`config.mk`:
```
export PLATFORM = sky130hd
export DESIGN_NAME = lsu_dm_bridge_flat
export DESIGN_NICKNAME = d
export VERILOG_FILES = /design/src/rtl/lsu_dm_bridge_if.sv /design/src/rtl/lsu_dm_bridge.sv /design/src/flat_wrapper.sv
export SDC_FILE = /design/constraint.sdc
export NUM_CORES = 1
export LEC_CHECK = 0
export CORE_ASPECT_RATIO = 0.9
export CORE_MARGIN = 2
export CORE_UTILIZATION = 49
export CTS_CLUSTER_SIZE = 14
export DETAILED_ROUTE_END_ITERATION = 10
export GPL_TIMING_DRIVEN = 0
export PLACE_DENSITY = 0.79
export SLEW_MARGIN = 20
export SYNTH_ARGS = -nofsm -noshare
export SYNTH_HDL_FRONTEND = slang
export SYNTH_SLANG_ARGS = --single-unit
```
`constraint.sdc`:
```
create_clock -name clk -period 3.8 [get_ports clk]
set_clock_uncertainty 0.2 [all_clocks]
set_input_delay 0.95 -clock clk [delete_from_list [all_inputs] [get_ports clk]]
set_output_delay 0.95 -clock clk [all_outputs]
set_load 0.005 [all_outputs]
```
`src/rtl/lsu_dm_bridge_if.sv`:
```
// Signal bundle between the MEM-stage requester, the lsu_dm_bridge and the data memory.
// The master side is the environment (pipeline plus DM model); the slave side is the bridge.
interface lsu_dm_bridge_if #(
  parameter int ADDR_W = 6
);
  logic              req_valid;
  logic              req_ready;
  logic              req_we;
  logic [2:0]        req_funct3;
  logic [31:0]       req_addr;
  logic [31:0]       req_wdata;
  logic              resp_valid;
  logic              resp_ready;
  logic [31:0]       resp_rdata;
  logic              resp_err;
  logic              dm_we;
  logic [ADDR_W-1:0] dm_addr;
  logic [31:0]       dm_din;
  logic [2:0]        dm_type;
  logic [31:0]       dm_dout;

  modport master (
    output req_valid, req_we, req_funct3, req_addr, req_wdata, resp_ready, dm_dout,
    input  req_ready, resp_valid, resp_rdata, resp_err, dm_we, dm_addr, dm_din, dm_type
  );

  modport slave (
    input  req_valid, req_we, req_funct3, req_addr, req_wdata, resp_ready, dm_dout,
    output req_ready, resp_valid, resp_rdata, resp_err, dm_we, dm_addr, dm_din, dm_type
  );
endinterface

```
`src/rtl/lsu_dm_bridge.sv`:
```
// Load/store sequencer between the MEM-stage request and a byte-addressed data memory.
// Aligned accesses take one DM beat; misaligned half/word accesses are split into byte beats.
module lsu_dm_bridge #(
  parameter int ADDR_W           = 6,
  parameter bit SPLIT_MISALIGNED = 1'b1
) (
  input  logic              clk,
  input  logic              rstn,
  lsu_dm_bridge_if.slave    bus,
  output logic              busy
);

  typedef enum logic [1:0] {
    S_IDLE   = 2'd0,
    S_ACCESS = 2'd1,
    S_SPLIT  = 2'd2,
    S_RESP   = 2'd3
  } state_e;

  function automatic logic is_illegal(input logic we, input logic [2:0] f3);
    return (f3 == 3'b011) || (f3 == 3'b110) || (f3 == 3'b111) || (we && f3[2]);
  endfunction

  function automatic logic is_misaligned(input logic [2:0] f3, input logic [1:0] a);
    case (f3[1:0])
      2'b01:   return a[0];
      2'b10:   return (a != 2'b00);
      default: return 1'b0;
    endcase
  endfunction

  function automatic logic [2:0] dm_type_of(input logic [1:0] sz);
    case (sz)
      2'b00:   return 3'b011;
      2'b01:   return 3'b001;
      default: return 3'b000;
    endcase
  endfunction

  // Bits above the access size are discarded before extension.
  function automatic logic [31:0] load_ext(input logic [2:0] f3, input logic [31:0] d);
    case (f3)
      3'b000:  return {{24{d[7]}}, d[7:0]};
      3'b001:  return {{16{d[15]}}, d[15:0]};
      3'b010:  return d;
      3'b100:  return {24'h00_0000, d[7:0]};
      3'b101:  return {16'h0000, d[15:0]};
      default: return 32'h0000_0000;
    endcase
  endfunction

  state_e            state_q;
  logic              we_q;
  logic [2:0]        f3_q;
  logic [ADDR_W-1:0] addr_q;
  logic [31:0]       wdata_q;
  logic [1:0]        k_q;
  logic [31:0]       rbuf_q;
  logic [31:0]       rbuf_d;
  logic              req_ready_q;
  logic              resp_valid_q;
  logic [31:0]       resp_rdata_q;
  logic              resp_err_q;
  logic              dm_we_q;
  logic [ADDR_W-1:0] dm_addr_q;
  logic [31:0]       dm_din_q;
  logic [2:0]        dm_type_q;
  logic              busy_q;
  logic [1:0]        k_nxt_s;
  logic [7:0]        wbyte_nxt_s;
  logic              last_beat_s;
  logic              req_bad_s;
  logic              req_mis_s;
  logic              unused_s;

  // Beat bookkeeping for the split path and request classification.
  always_comb begin
    rbuf_d                  = rbuf_q;
    rbuf_d[{k_q, 3'b000} +: 8] = bus.dm_dout[7:0];
    k_nxt_s                 = k_q + 2'd1;
    wbyte_nxt_s             = wdata_q[{k_nxt_s, 3'b000} +: 8];
    last_beat_s             = (f3_q[1:0] == 2'b01) ? (k_q == 2'd1) : (k_q == 2'd3);
    req_bad_s               = is_illegal(bus.req_we, bus.req_funct3);
    req_mis_s               = is_misaligned(bus.req_funct3, bus.req_addr[1:0]);
  end

  assign unused_s = ^bus.req_addr[31:ADDR_W];

  // Sequencer FSM; every output to the requester and DM is a register.
  always_ff @(posedge clk or negedge rstn) begin
    if (!rstn) begin
      state_q      <= S_IDLE;
      we_q         <= 1'b0;
      f3_q         <= 3'b000;
      addr_q       <= '0;
      wdata_q      <= 32'h0000_0000;
      k_q          <= 2'd0;
      rbuf_q       <= 32'h0000_0000;
      req_ready_q  <= 1'b1;
      resp_valid_q <= 1'b0;
      resp_rdata_q <= 32'h0000_0000;
      resp_err_q   <= 1'b0;
      dm_we_q      <= 1'b0;
      dm_addr_q    <= '0;
      dm_din_q     <= 32'h0000_0000;
      dm_type_q    <= 3'b000;
      busy_q       <= 1'b0;
    end else begin
      case (state_q)
        S_IDLE: begin
          if (bus.req_valid && req_ready_q) begin
            we_q        <= bus.req_we;
            f3_q        <= bus.req_funct3;
            addr_q      <= bus.req_addr[ADDR_W-1:0];
            wdata_q     <= bus.req_wdata;
            k_q         <= 2'd0;
            req_ready_q <= 1'b0;
            busy_q      <= 1'b1;
            if (req_bad_s || (req_mis_s && !SPLIT_MISALIGNED)) begin
              state_q      <= S_RESP;
              resp_valid_q <= 1'b1;
              resp_err_q   <= 1'b1;
              resp_rdata_q <= 32'h0000_0000;
            end else if (req_mis_s) begin
              state_q   <= S_SPLIT;
              dm_we_q   <= bus.req_we;
              dm_addr_q <= bus.req_addr[ADDR_W-1:0];
              dm_type_q <= 3'b011;
              dm_din_q  <= {24'h00_0000, bus.req_wdata[7:0]};
            end else begin
              state_q   <= S_ACCESS;
              dm_we_q   <= bus.req_we;
              dm_addr_q <= bus.req_addr[ADDR_W-1:0];
              dm_type_q <= dm_type_of(bus.req_funct3[1:0]);
              dm_din_q  <= bus.req_wdata;
            end
          end
        end
        S_ACCESS: begin
          state_q      <= S_RESP;
          dm_we_q      <= 1'b0;
          resp_valid_q <= 1'b1;
          resp_err_q   <= 1'b0;
          resp_rdata_q <= we_q ? 32'h0000_0000 : load_ext(f3_q, bus.dm_dout);
        end
        S_SPLIT: begin
          rbuf_q <= rbuf_d;
          if (last_beat_s) begin
            state_q      <= S_RESP;
            dm_we_q      <= 1'b0;
            resp_valid_q <= 1'b1;
            resp_err_q   <= 1'b0;
            resp_rdata_q <= we_q ? 32'h0000_0000 : load_ext(f3_q, rbuf_d);
          end else begin
            k_q       <= k_nxt_s;
            dm_addr_q <= addr_q + ADDR_W'(k_nxt_s);
            dm_din_q  <= {24'h00_0000, wbyte_nxt_s};
          end
        end
        S_RESP: begin
          if (bus.resp_ready) begin
            state_q      <= S_IDLE;
            resp_valid_q <= 1'b0;
            req_ready_q  <= 1'b1;
            busy_q       <= 1'b0;
          end
        end
        default: begin
          state_q      <= S_IDLE;
          dm_we_q      <= 1'b0;
          resp_valid_q <= 1'b0;
          req_ready_q  <= 1'b1;
          busy_q       <= 1'b0;
        end
      endcase
    end
  end

  assign bus.req_ready  = req_ready_q;
  assign bus.resp_valid = resp_valid_q;
  assign bus.resp_rdata = resp_rdata_q;
  assign bus.resp_err   = resp_err_q;
  assign bus.dm_we      = dm_we_q;
  assign bus.dm_addr    = dm_addr_q;
  assign bus.dm_din     = dm_din_q;
  assign bus.dm_type    = dm_type_q;
  assign busy           = busy_q;

endmodule

```
`src/flat_wrapper.sv`:
```
// flat-port wrapper written by rule: the top's interface ports become plain ports
module lsu_dm_bridge_flat 
#(
  parameter int ADDR_W           = 6,
  parameter bit SPLIT_MISALIGNED = 1'b1
)
  (clk, rstn, busy, bus_req_valid, bus_req_we, bus_req_funct3, bus_req_addr, bus_req_wdata, bus_resp_ready, bus_dm_dout, bus_req_ready, bus_resp_valid, bus_resp_rdata, bus_resp_err, bus_dm_we, bus_dm_addr, bus_dm_din, bus_dm_type);
  lsu_dm_bridge_if #(.ADDR_W(ADDR_W)) bus_i ();
  input  logic clk;
  input  logic rstn;
  output logic busy;
  input wire logic [$bits(bus_i.req_valid)-1:0] bus_req_valid;
  input wire logic [$bits(bus_i.req_we)-1:0] bus_req_we;
  input wire logic [$bits(bus_i.req_funct3)-1:0] bus_req_funct3;
  input wire logic [$bits(bus_i.req_addr)-1:0] bus_req_addr;
  input wire logic [$bits(bus_i.req_wdata)-1:0] bus_req_wdata;
  input wire logic [$bits(bus_i.resp_ready)-1:0] bus_resp_ready;
  input wire logic [$bits(bus_i.dm_dout)-1:0] bus_dm_dout;
  output wire logic [$bits(bus_i.req_ready)-1:0] bus_req_ready;
  output wire logic [$bits(bus_i.resp_valid)-1:0] bus_resp_valid;
  output wire logic [$bits(bus_i.resp_rdata)-1:0] bus_resp_rdata;
  output wire logic [$bits(bus_i.resp_err)-1:0] bus_resp_err;
  output wire logic [$bits(bus_i.dm_we)-1:0] bus_dm_we;
  output wire logic [$bits(bus_i.dm_addr)-1:0] bus_dm_addr;
  output wire logic [$bits(bus_i.dm_din)-1:0] bus_dm_din;
  output wire logic [$bits(bus_i.dm_type)-1:0] bus_dm_type;
  assign bus_i.req_valid = bus_req_valid;
  assign bus_i.req_we = bus_req_we;
  assign bus_i.req_funct3 = bus_req_funct3;
  assign bus_i.req_addr = bus_req_addr;
  assign bus_i.req_wdata = bus_req_wdata;
  assign bus_i.resp_ready = bus_resp_ready;
  assign bus_i.dm_dout = bus_dm_dout;
  assign bus_req_ready = bus_i.req_ready;
  assign bus_resp_valid = bus_i.resp_valid;
  assign bus_resp_rdata = bus_i.resp_rdata;
  assign bus_resp_err = bus_i.resp_err;
  assign bus_dm_we = bus_i.dm_we;
  assign bus_dm_addr = bus_i.dm_addr;
  assign bus_dm_din = bus_i.dm_din;
  assign bus_dm_type = bus_i.dm_type;
  lsu_dm_bridge #(.ADDR_W(ADDR_W), .SPLIT_MISALIGNED(SPLIT_MISALIGNED)) u_core (.clk(clk), .rstn(rstn), .bus(bus_i), .busy(busy));
endmodule
```
## Word level (Yosys, flattened, before mapping)

Cells that the tools add are included.

- Register bits: 156
- Bits of input ports: 104
- Output and inout port bits: 78

- $add $sub $neg: 3
- Eq/ne operators: 21
- Shift operators: 3
- Mux-type cells: 46
- Bitwise logic cells: 1
- Reductions and logical operators: 21

Operator list:

| operator | number |
|---|---|
| one-hot mux 32 bit (5 select lines) | 2 |
| two-way mux 32 bit | 9 |
| one-hot mux 32 bit (3 select lines) | 1 |
| one-hot mux 32 bit (2 select lines) | 1 |
| bitwise mux 32 bit | 1 |
| variable shift 8 x 7 -> 32 bit (first input constant) | 1 |
| indexed part select 32 x 6 -> 8 bit | 1 |
| indexed part select 8 x 7 -> 32 bit | 1 |
| two-way mux 6 bit | 3 |
| AND reduction 4 bit | 4 |
| two-way mux 2 bit | 7 |
| == test 3 bit (second input constant) | 4 |
| one-hot mux 6 bit (2 select lines) | 1 |
| AND reduction 3 bit | 4 |
| two-way mux 1 bit | 11 |
| == test 2 x 1 -> 1 bit (second input constant) | 4 |
| == test 2 bit (second input constant) | 4 |
| one-hot mux 2 bit (2 select lines) | 2 |
| one-hot mux 2 bit (4 select lines) | 1 |
| negation 5 -> 7 bit | 1 |
| adder 6 x 2 -> 6 bit | 1 |
| == test 3 x 2 -> 1 bit (second input constant) | 2 |
| inequality test 2 x 1 -> 1 bit (second input constant) | 3 |
| inequality test 2 bit (second input constant) | 3 |
| 14 further kinds | 23 |

## Longest topological paths before layout

Gate-level depths: netlist of the first run.

- Word-level depth: 7
- Mapped depth: 11
- Gate-level depth less buffers: 8

## Least setup slack after synthesis of the first run

Ideal clock, no wire load.

- Path type: input -> register
- Start: input port bus_req_funct3[0]
- End: register u_core.resp_rdata_q[10] (netlist: u_core.bus.resp_rdata[10])
- Setup time: 77 ps
- Arrival: 2421 ps
- Setup slack: 1101 ps
- Stages: 9
- Cells stage by stage: inv_1 -> ha_1 -> o21a_1 -> nor3b_1 -> or3_1 -> buf_2 -> buf_2 -> a32oi_1 -> o21ai_1

- Longest elaborated chain between the ends: 6
- Elaborated cells between the ends (all ways): 8

RTL lines:

| item | line | source |
|---|---|---|
| start, declared | flat_wrapper.sv:14 | `input wire logic [$bits(bus_i.req_funct3)-1:0] bus_req_funct3;` |
| == test 3 x 2 -> 1 bit / == test 3 bit (equally long branches) | lsu_dm_bridge.sv:21 | `return (f3 == 3'b011) \|\| (f3 == 3'b110) \|\| (f3 == 3'b111) \|\| (we && f3[2]);` |
| logical OR 1 bit | lsu_dm_bridge.sv:21 |  |
| logical OR 1 bit (*) (2 in series) | lsu_dm_bridge.sv:21 |  |
| inequality test 2 x 1 -> 1 bit (no line) (*) | n/a |  |
| AND reduction 4 bit (no line) (*) | n/a |  |
| end signal, assigned | lsu_dm_bridge.sv:144 | `resp_rdata_q <= we_q ? 32'h0000_0000 : load_ext(f3_q, bus.dm_dout);` |
| end signal, assigned | lsu_dm_bridge.sv:153 | `resp_rdata_q <= we_q ? 32'h0000_0000 : load_ext(f3_q, rbuf_d);` |
| end, declared | lsu_dm_bridge.sv:62 | `logic [31:0] resp_rdata_q;` |

Every way passes the cells marked *; elsewhere a longest branch is shown, timed or not.
A chain may end at the register's enable or synchronous reset.

## Final worst setup path of the first run

- Start: register u_core.k_q[0]
- End: register u_core.resp_rdata_q[27] (netlist: u_core.bus.resp_rdata[27])

- Longest elaborated chain between the ends: 7
- Elaborated cells between the ends (all ways): 13

RTL lines:

| item | line | source |
|---|---|---|
| start, declared | lsu_dm_bridge.sv:57 | `logic [1:0] k_q;` |
| start signal, assigned | lsu_dm_bridge.sv:155 | `k_q <= k_nxt_s;` |
| negation 5 -> 7 bit | lsu_dm_bridge.sv:79 | `rbuf_d[{k_q, 3'b000} +: 8] = bus.dm_dout[7:0];` |
| indexed part select 8 x 7 -> 32 bit / variable shift 8 x 7 -> 32 bit (equally long branches) | lsu_dm_bridge.sv:79 |  |
| bitwise mux 32 bit | lsu_dm_bridge.sv:79 |  |
| one-hot mux 32 bit (5 select lines) | lsu_dm_bridge.sv:42 | `case (f3)` |
| two-way mux 32 bit | lsu_dm_bridge.sv:153 |  |
| two-way mux 32 bit | lsu_dm_bridge.sv:148 | `if (last_beat_s) begin` |
| one-hot mux 32 bit (3 select lines) | lsu_dm_bridge.sv:109 | `case (state_q)` |

Several ways; a longest one is shown, not always the timed one. The select of a mux whose other input is x is not followed.

==> run_summary.xml, run 1 <==
<?xml version="1.0" encoding="UTF-8"?>
<metrics>
  <group name="global_route">
    <metric name="globalRoute.totalOverflow" unit="">0</metric>
    <metric name="grt.total_usage" unit="">0.256</metric>
    <metric name="grt_max_degree" unit="">82</metric>
    <metric name="grt_pass1_wl" unit="mm">31.7</metric>
    <metric name="vias_in_the_first_global_route" unit="">6082</metric>
    <metric name="grt_antenna_before_repair" unit="">0</metric>
  </group>
  <group name="placement">
    <metric name="routabilityCongestion" unit="">0.895</metric>
    <metric name="total_of_buffers_placed_on_input_and_output_ports" unit="">151</metric>
    <metric name="postPlaceCellArea" unit="sq um">9150</metric>
    <metric name="place.detailed.hpwl" unit="mm">14.7</metric>
    <metric name="placed_cells_incl_taps" unit="">1024</metric>
  </group>
  <group name="cts">
    <metric name="path_clk_slew" unit="ns">0.06</metric>
    <metric name="post_cts_hold_buffer_count" unit="">0</metric>
    <metric name="clock_path_buffers" unit="">2</metric>
    <metric name="ctsHtreeMaxLevel" unit="">4</metric>
    <metric name="insertion_delay" unit="ns">0.43</metric>
    <metric name="clk_root_buffer_cell" unit="">clkbuf_16</metric>
    <metric name="clkSinkCount" unit="">155</metric>
    <metric name="cts_setup_buffers" unit="">0</metric>
    <metric name="cts_tree" unit="">built</metric>
    <metric name="cts_buffers" unit="">17</metric>
    <metric name="postCtsResizedCells" unit="">0</metric>
  </group>
  <group name="sta">
    <metric name="timing.final.max_slew_violations" unit="">0</metric>
    <metric name="grt_setup_unrepaired" unit="">no</metric>
    <metric name="final_hold_viol_count" unit="">0</metric>
    <metric name="worst_slew_pin_slew" unit="ns">0.857</metric>
    <metric name="final_critical_period" unit="ns">3.29</metric>
    <metric name="finalSetupViolations" unit="">0</metric>
    <metric name="post-route-period-util" unit="">0.866</metric>
    <metric name="clock.fmax" unit="MHz">304</metric>
    <metric name="relative_max_transition_margin" unit="">0.429</metric>
    <metric name="timing.setup.tns" unit="ns">0</metric>
  </group>
  <group name="die">
    <metric name="die_width" unit="um">133</metric>
    <metric name="ports" unit="">182</metric>
    <metric name="placement_rows" unit="">42</metric>
    <metric name="chipHeight" unit="um">120</metric>
    <metric name="floorplan.initialDensity" unit="">0.500</metric>
    <metric name="core_region_area" unit="sq um">14700</metric>
    <metric name="die_area" unit="sq um">16000</metric>
  </group>
  <group name="drt">
    <metric name="routed_wl" unit="mm">20.0</metric>
    <metric name="detailroute.via_count" unit="">6247</metric>
    <metric name="viasPerCell" unit="">5.92</metric>
    <metric name="first_iter_violations" unit="">580</metric>
    <metric name="first_pass_iters" unit="">7</metric>
    <metric name="post-route-drc-count" unit="">0</metric>
    <metric name="avgRoutedWirePerCell" unit="um">19.0</metric>
    <metric name="antenna_violating_nets_post_route" unit="">0</metric>
  </group>
  <group name="run">
    <metric name="max-cap-violations" unit="">0</metric>
  </group>
  <group name="synth">
    <metric name="syn_nets" unit="">794</metric>
    <metric name="post_synth_instance_area" unit="sq um">7360</metric>
    <metric name="post_synth_num_cell_types" unit="">57</metric>
    <metric name="postSynthCellCount" unit="">674</metric>
    <metric name="ys_seq_elements" unit="">155</metric>
    <metric name="synth-edff-count" unit="">0</metric>
    <metric name="synthesis.yosys.warnings" unit="">0</metric>
    <metric name="syn_area_per_cell" unit="sq um">10.9</metric>
    <metric name="async_flop_share" unit="">1.00</metric>
    <metric name="synth-main-ff-cell" unit="">dfrtp_1</metric>
    <metric name="synth_seq_area_share" unit="">0.527</metric>
  </group>
  <group name="critical_path">
    <metric name="cp_max_fo" unit="">10</metric>
    <metric name="crit_family" unit="">compound AO/OA/AOI/OAI gates</metric>
    <metric name="worstPathRequired" unit="ns">3.90</metric>
    <metric name="max_stage_delay" unit="ns">0.47</metric>
    <metric name="worst_ep_arrival_time" unit="ns">3.39</metric>
    <metric name="critPathKind" unit="">reg -&gt; reg</metric>
    <metric name="setup.worst_path.start_class" unit="">flip-flop</metric>
    <metric name="worst_path_buffer_plus_inverter_count" unit="">4</metric>
    <metric name="critical_path.cell_chain" unit="">buf_2 &gt; inv_1 &gt; ha_1 &gt; and3b_1 &gt; clkbuf_1 &gt; a31oi_1 &gt; o311a_1 &gt; clkbuf_2 &gt; o21ai_0 &gt; a22o_1</metric>
    <metric name="timing.critical_path.to_type" unit="">flip-flop</metric>
    <metric name="critical_path.slowest_cell" unit="">ha_1</metric>
  </group>
  <group name="power_and_ir_drop">
    <metric name="power_leakage" unit="nW">4.33</metric>
    <metric name="power.density_cell_area" unit="nW/um^2">362</metric>
    <metric name="finalPower" unit="mW">3.53</metric>
    <metric name="power.ir.vdd_worst" unit="mV">0.324</metric>
  </group>
  <group name="finish">
    <metric name="area_of_the_multi_input_gates" unit="sq um">3220</metric>
    <metric name="finalNonFillerCells" unit="">1056</metric>
    <metric name="final_cell_mix" unit="">dfrtp_1, clkdlybuf4s50_1, nand2_1</metric>
    <metric name="filler_cell_count" unit="">1079</metric>
    <metric name="register_area" unit="sq um">3880</metric>
    <metric name="mostFrequentLayoutCell" unit="">dfrtp_1</metric>
    <metric name="areaGrowthSynthToFinish" unit="%">32.4</metric>
    <metric name="diodes" unit="">0</metric>
    <metric name="final_layout_size_suffix_gt1_frac" unit="">0.124</metric>
    <metric name="finalInstanceArea" unit="sq um">9740</metric>
    <metric name="layout.nets" unit="">965</metric>
  </group>
  <group name="hold_path">
    <metric name="min_path_type" unit="">reg -&gt; reg</metric>
  </group>
  <group name="status">
    <metric name="outcome" unit="">finished, final reports clean</metric>
  </group>
</metrics>
==> state kept, by name, indices dropped and copies added (netlist names), 2 cells and up <==
register and count:
u_core.rbuf_q 32, u_core.wdata_q 32, u_core.bus.dm_type 2, u_core.bus.resp_rdata 32
u_core.addr_q 6, u_core.k_q 2, u_core.state_q 2, u_core.f3_q 3
u_core.bus.dm_addr 6, u_core.bus.dm_din 32
==> stage by stage <==
| step | hold WS (ns) | util | setup WS, ns |
|---|---|---|---|
| 3_3_place_gp | 0.264 | 0.620 | -4.27 |
| 4_1_cts | 0.291 | 0.662 | 0.547 |
| 2_1_floorplan | 0.251 | - | 1.10 |
| 6_report | 0.285 | 0.662 | 0.510 |
| 3_5_place_dp | 0.275 | 0.622 | 0.136 |
| 5_1_grt | 0.308 | 0.662 | 0.326 |
==> synthesized netlist by cell type (all sizes together) (8+ instances only) <==
cell	number	share of area
ha	15	0.026
mux2i	13	0.018
dfrtp	154	0.52
nor2	27	0.014
buf	20	0.014
clkbuf	30	0.015
nand2	113	0.058
a22o	51	0.061
mux2	42	0.064
a222oi	18	0.024
a22oi	8	0.0082
o21ai	80	0.054
a21oi	10	0.0068
o31ai	9	0.0092
inv	8	0.0041
mux4	8	0.024
==> power by group <==
group	total [mW]	switching [mW]	internal, mW
combinational	0.189	0.0986	0.0900
clock	1.69	0.680	1.01
sequential	1.65	0.000294	1.65
total	3.53	0.779	2.75
==> final timing paths <==
| check | startpoint | to | slack (ns) | depth (start not counted) |
|---|---|---|---|---|
| worst max register to register | u_core.k_q[0] | u_core.bus.resp_rdata[27] | 0.51 | 10 |
| min in group asynchronous | rstn | u_core.bus.resp_err | 0.30 | 1 |
| worst max-delay path | u_core.k_q[0] | u_core.bus.resp_rdata[27] | 0.51 | 10 |
| worst min register to register | u_core.bus.dm_din[15] | u_core.bus.dm_din[15] | 0.28 | 2 |
| worst min-delay path | u_core.bus.dm_din[15] | u_core.bus.dm_din[15] | 0.28 | 2 |
| max in group asynchronous | rstn | u_core.bus.dm_din[3] | 2.32 | 2 |
==> metal layers <==
layer | part of all wire | global-route usage
met5 | 0 | 0
met4 | 0.017 | 0.0944
met3 | 0.088 | 0.0646
met2 | 0.48 | 0.420
met1 | 0.42 | 0.334
==> final cells by class <==
class | count | area share
multi-input combinational | 460 | 0.331
sequential | 155 | 0.398
buffer | 50 | 0.0226
clock inverter | 12 | 0.0140
inverter | 9 | 0.00347
timing repair buffer | 152 | 0.158
tap | 198 | 0.0254
clock buffer | 20 | 0.0469
==> logic make-up after synthesis <==
group,count (synthesis),share of synthesized area
adders and majority gates,16,0.0282
muxes,63,0.107
xor gates and xnor gates,5,0.00595
AOI/OAI and AO/OA,204,0.195
and+or+nand+nor,171,0.101
buffers and inverters,59,0.0345
other,1,0.000510
DFF,155,0.527
==> tightest hold or removal path, cell delays in order, from the launching register on <==
cell	delay (ns)
dfrtp_1	0.35
nand2_1	0.04
o21ai_0	0.06
Note: power is estimated with default switching activity, not from simulation.
==> inputs of run 2 (changes only) <==
- SKIP_LAST_GASP: unset -> 1
==> results of run 2 <==
No change in the layout: final DEF, timing and power equal those of run 1.
==> inputs of run 3 (changes only) <==
- CORE_ASPECT_RATIO: 0.9 -> unset
- SLEW_MARGIN: 20 -> 5
==> run_summary.xml, run 3 (synthesized netlist as in run 1, its figures left out) <==
<?xml version="1.0" encoding="UTF-8"?>
<metrics>
  <group name="power_and_ir_drop">
    <metric name="seq_power_share" unit="">0.448</metric>
    <metric name="netSwitchingPower" unit="uW">811</metric>
    <metric name="pwr-share-clk" unit="">0.501</metric>
    <metric name="p_comb_frac" unit="">0.051</metric>
    <metric name="power.ir.vdd_worst" unit="mV">0.288</metric>
    <metric name="cell_internal_pwr" unit="mW">2.87</metric>
    <metric name="power.density_cell_area" unit="nW/um^2">377</metric>
    <metric name="power_leakage" unit="nW">4.34</metric>
    <metric name="switching_power_share_of_the_total" unit="">0.220</metric>
  </group>
  <group name="sta">
    <metric name="finalSetupViolations" unit="">0</metric>
    <metric name="setup_slack" unit="ns">0.507</metric>
    <metric name="grt_setup_unrepaired" unit="">no</metric>
    <metric name="holdWs" unit="ns">0.285</metric>
    <metric name="clock.fmax" unit="MHz">304</metric>
    <metric name="timing.final.max_slew_violations" unit="">0</metric>
    <metric name="relative_max_transition_margin" unit="">0.468</metric>
    <metric name="final_critical_period" unit="ns">3.29</metric>
    <metric name="timing.setup.tns" unit="ns">0</metric>
    <metric name="final_hold_viol_count" unit="">0</metric>
    <metric name="worst_slew_pin_slew" unit="ns">0.798</metric>
    <metric name="post-route-period-util" unit="">0.867</metric>
  </group>
  <group name="hold_path">
    <metric name="whs_endpoint" unit="">u_core.rbuf_q[10]</metric>
    <metric name="min_path_type" unit="">reg -&gt; reg</metric>
    <metric name="hp-start" unit="">u_core.rbuf_q[10]</metric>
    <metric name="min_delay_path_depth" unit="">2</metric>
  </group>
  <group name="finish">
    <metric name="final_cell_mix" unit="">dfrtp_1, clkdlybuf4s50_1, nand2_1</metric>
    <metric name="areaGrowthSynthToFinish" unit="%">32.8</metric>
    <metric name="layout.nets" unit="">965</metric>
    <metric name="mostFrequentLayoutCell" unit="">dfrtp_1</metric>
    <metric name="finalNonFillerCells" unit="">1042</metric>
    <metric name="final_layout_size_suffix_gt1_frac" unit="">0.125</metric>
    <metric name="share_of_the_core_filled_with_cells_in_the_final_layout" unit="">0.670</metric>
    <metric name="diodes" unit="">0</metric>
    <metric name="filler_cell_count" unit="">1106</metric>
  </group>
  <group name="drt">
    <metric name="routed_wl" unit="mm">20.6</metric>
    <metric name="antenna_violating_nets_post_route" unit="">0</metric>
    <metric name="viasPerCell" unit="">5.95</metric>
    <metric name="first_pass_iters" unit="">7</metric>
    <metric name="first_iter_violations" unit="">508</metric>
    <metric name="post-route-drc-count" unit="">0</metric>
    <metric name="detailroute.via_count" unit="">6201</metric>
    <metric name="avgRoutedWirePerCell" unit="um">19.8</metric>
  </group>
  <group name="critical_path">
    <metric name="cp_max_fo" unit="">10</metric>
    <metric name="crit_family" unit="">compound AO/OA/AOI/OAI gates</metric>
    <metric name="critical_path.cell_chain" unit="">buf_2 &gt; inv_1 &gt; ha_1 &gt; and3b_1 &gt; clkbuf_1 &gt; a31oi_1 &gt; o311a_1 &gt; clkbuf_2 &gt; o21ai_0 &gt; a22o_1</metric>
    <metric name="critPathKind" unit="">reg -&gt; reg</metric>
    <metric name="setup.worst_path.start_class" unit="">flip-flop</metric>
    <metric name="worst_path_buffer_plus_inverter_count" unit="">4</metric>
    <metric name="reg2reg_slack" unit="ns">0.51</metric>
    <metric name="crit-reg2reg-capture" unit="">u_core.bus.resp_rdata[27]</metric>
    <metric name="critical_path.reg2reg.startpoint" unit="">u_core.k_q[0]</metric>
    <metric name="worstPathRequired" unit="ns">3.91</metric>
    <metric name="worst_ep_arrival_time" unit="ns">3.40</metric>
    <metric name="max_stage_delay" unit="ns">0.46</metric>
    <metric name="timing.critical_path.to_type" unit="">flip-flop</metric>
    <metric name="crit_path_start" unit="">u_core.k_q[0]</metric>
    <metric name="critical_path.slowest_cell" unit="">ha_1</metric>
    <metric name="reg2regPathDepth" unit="">10</metric>
  </group>
  <group name="die">
    <metric name="placement_rows" unit="">44</metric>
    <metric name="ports" unit="">182</metric>
    <metric name="chipHeight" unit="um">127</metric>
    <metric name="floorplan.initialDensity" unit="">0.504</metric>
    <metric name="core_region_area" unit="sq um">14600</metric>
    <metric name="die_area" unit="sq um">16000</metric>
    <metric name="die_width" unit="um">127</metric>
  </group>
  <group name="cts">
    <metric name="insertion_delay" unit="ns">0.42</metric>
    <metric name="clk_root_buffer_cell" unit="">clkbuf_16</metric>
    <metric name="postCtsResizedCells" unit="">0</metric>
    <metric name="path_clk_slew" unit="ns">0.06</metric>
    <metric name="clkSinkCount" unit="">155</metric>
    <metric name="ctsHtreeMaxLevel" unit="">4</metric>
    <metric name="clock_path_buffers" unit="">2</metric>
    <metric name="cts_buffers" unit="">17</metric>
    <metric name="cts_setup_buffers" unit="">0</metric>
    <metric name="post_cts_hold_buffer_count" unit="">0</metric>
    <metric name="cts_tree" unit="">built</metric>
  </group>
  <group name="placement">
    <metric name="placed_cells_incl_taps" unit="">1010</metric>
    <metric name="detailedPlace.worstSlack" unit="ns">0.113</metric>
    <metric name="total_of_buffers_placed_on_input_and_output_ports" unit="">151</metric>
    <metric name="routabilityCongestion" unit="">0.869</metric>
    <metric name="place.detailed.hpwl" unit="mm">15.1</metric>
  </group>
  <group name="global_route">
    <metric name="vias_in_the_first_global_route" unit="">6440</metric>
    <metric name="grt_antenna_before_repair" unit="">0</metric>
    <metric name="grt.total_usage" unit="">0.265</metric>
    <metric name="grt_max_degree" unit="">97</metric>
    <metric name="grt_pass1_wl" unit="mm">33.1</metric>
    <metric name="globalRoute.totalOverflow" unit="">0</metric>
  </group>
  <group name="status">
    <metric name="outcome" unit="">finished, final reports clean</metric>
  </group>
  <group name="run">
    <metric name="max-cap-violations" unit="">0</metric>
  </group>
</metrics>
## run 3: cell types whose count changed in the layout (fill, tap and decap cells not counted), moves of 2 or more
| cell | delta |
|---|---|
| inv_6 | +2 |
| clkinv_4 | -2 |
| bufinv_16 | +2 |
| clkinv_2 | -2 |
## run 3: worst max-delay path by stage
| stage | endpoint | depth (start not counted) |
|---|---|---|
| 2_1_floorplan | u_core.bus.resp_rdata[10] | 9 |
| 3_3_place_gp | u_core.bus.dm_din[18] | 1 |
| 3_5_place_dp | u_core.bus.dm_din[31] | 9 |
| 4_1_cts | u_core.bus.resp_rdata[27] | 10 |
| 5_1_grt | u_core.bus.resp_rdata[30] | 10 |
| 6_report | u_core.bus.resp_rdata[27] | 10 |
## run 3: tightest hold or removal path, stage by stage, from the launching register on
cell and delay, ns:
dfrtp_1 0.34, nand2_1 0.05, o21ai_0 0.06
## run 3: per-stage QoR
step	total power, mW	cell area [sq um]
4_1_cts	3.71	9770
6_report	3.69	9770
3_5_place_dp	1.87	9130
5_1_grt	3.79	9770
2_1_floorplan	1.72	7360
3_3_place_gp	1.86	9100
## run 3: power groups by stage
stage | logic [mW] | registers [mW] | clock network (mW)
after detailed placement | 0.187 | 1.68 | 0
after CTS | 0.189 | 1.65 | 1.87
after global placement | 0.179 | 1.68 | 0
after floorplan | 0.0391 | 1.68 | 0
final | 0.187 | 1.65 | 1.85
after global routing | 0.204 | 1.65 | 1.94
## run 3: layout make-up
cell class,instances,area (sq um),area share
buffer,50,220,0.0225
clock buffer,18,439,0.0449
clock inverter,14,205,0.0210
inverter,9,33.8,0.00346
multi-input combinational,460,3220,0.330
sequential,155,3880,0.397
tap,184,230,0.0236
timing repair buffer,152,1540,0.158
## run 3: metal layers
layer / share of wire / vias to the layer above / GRT usage
met5: 0 / - / 0
met4: 0.032 / 0 / 0.122
met3: 0.082 / 49 / 0.0755
met2: 0.48 / 297 / 0.442
met1: 0.41 / 3029 / 0.318
li1: - / 2826 / -
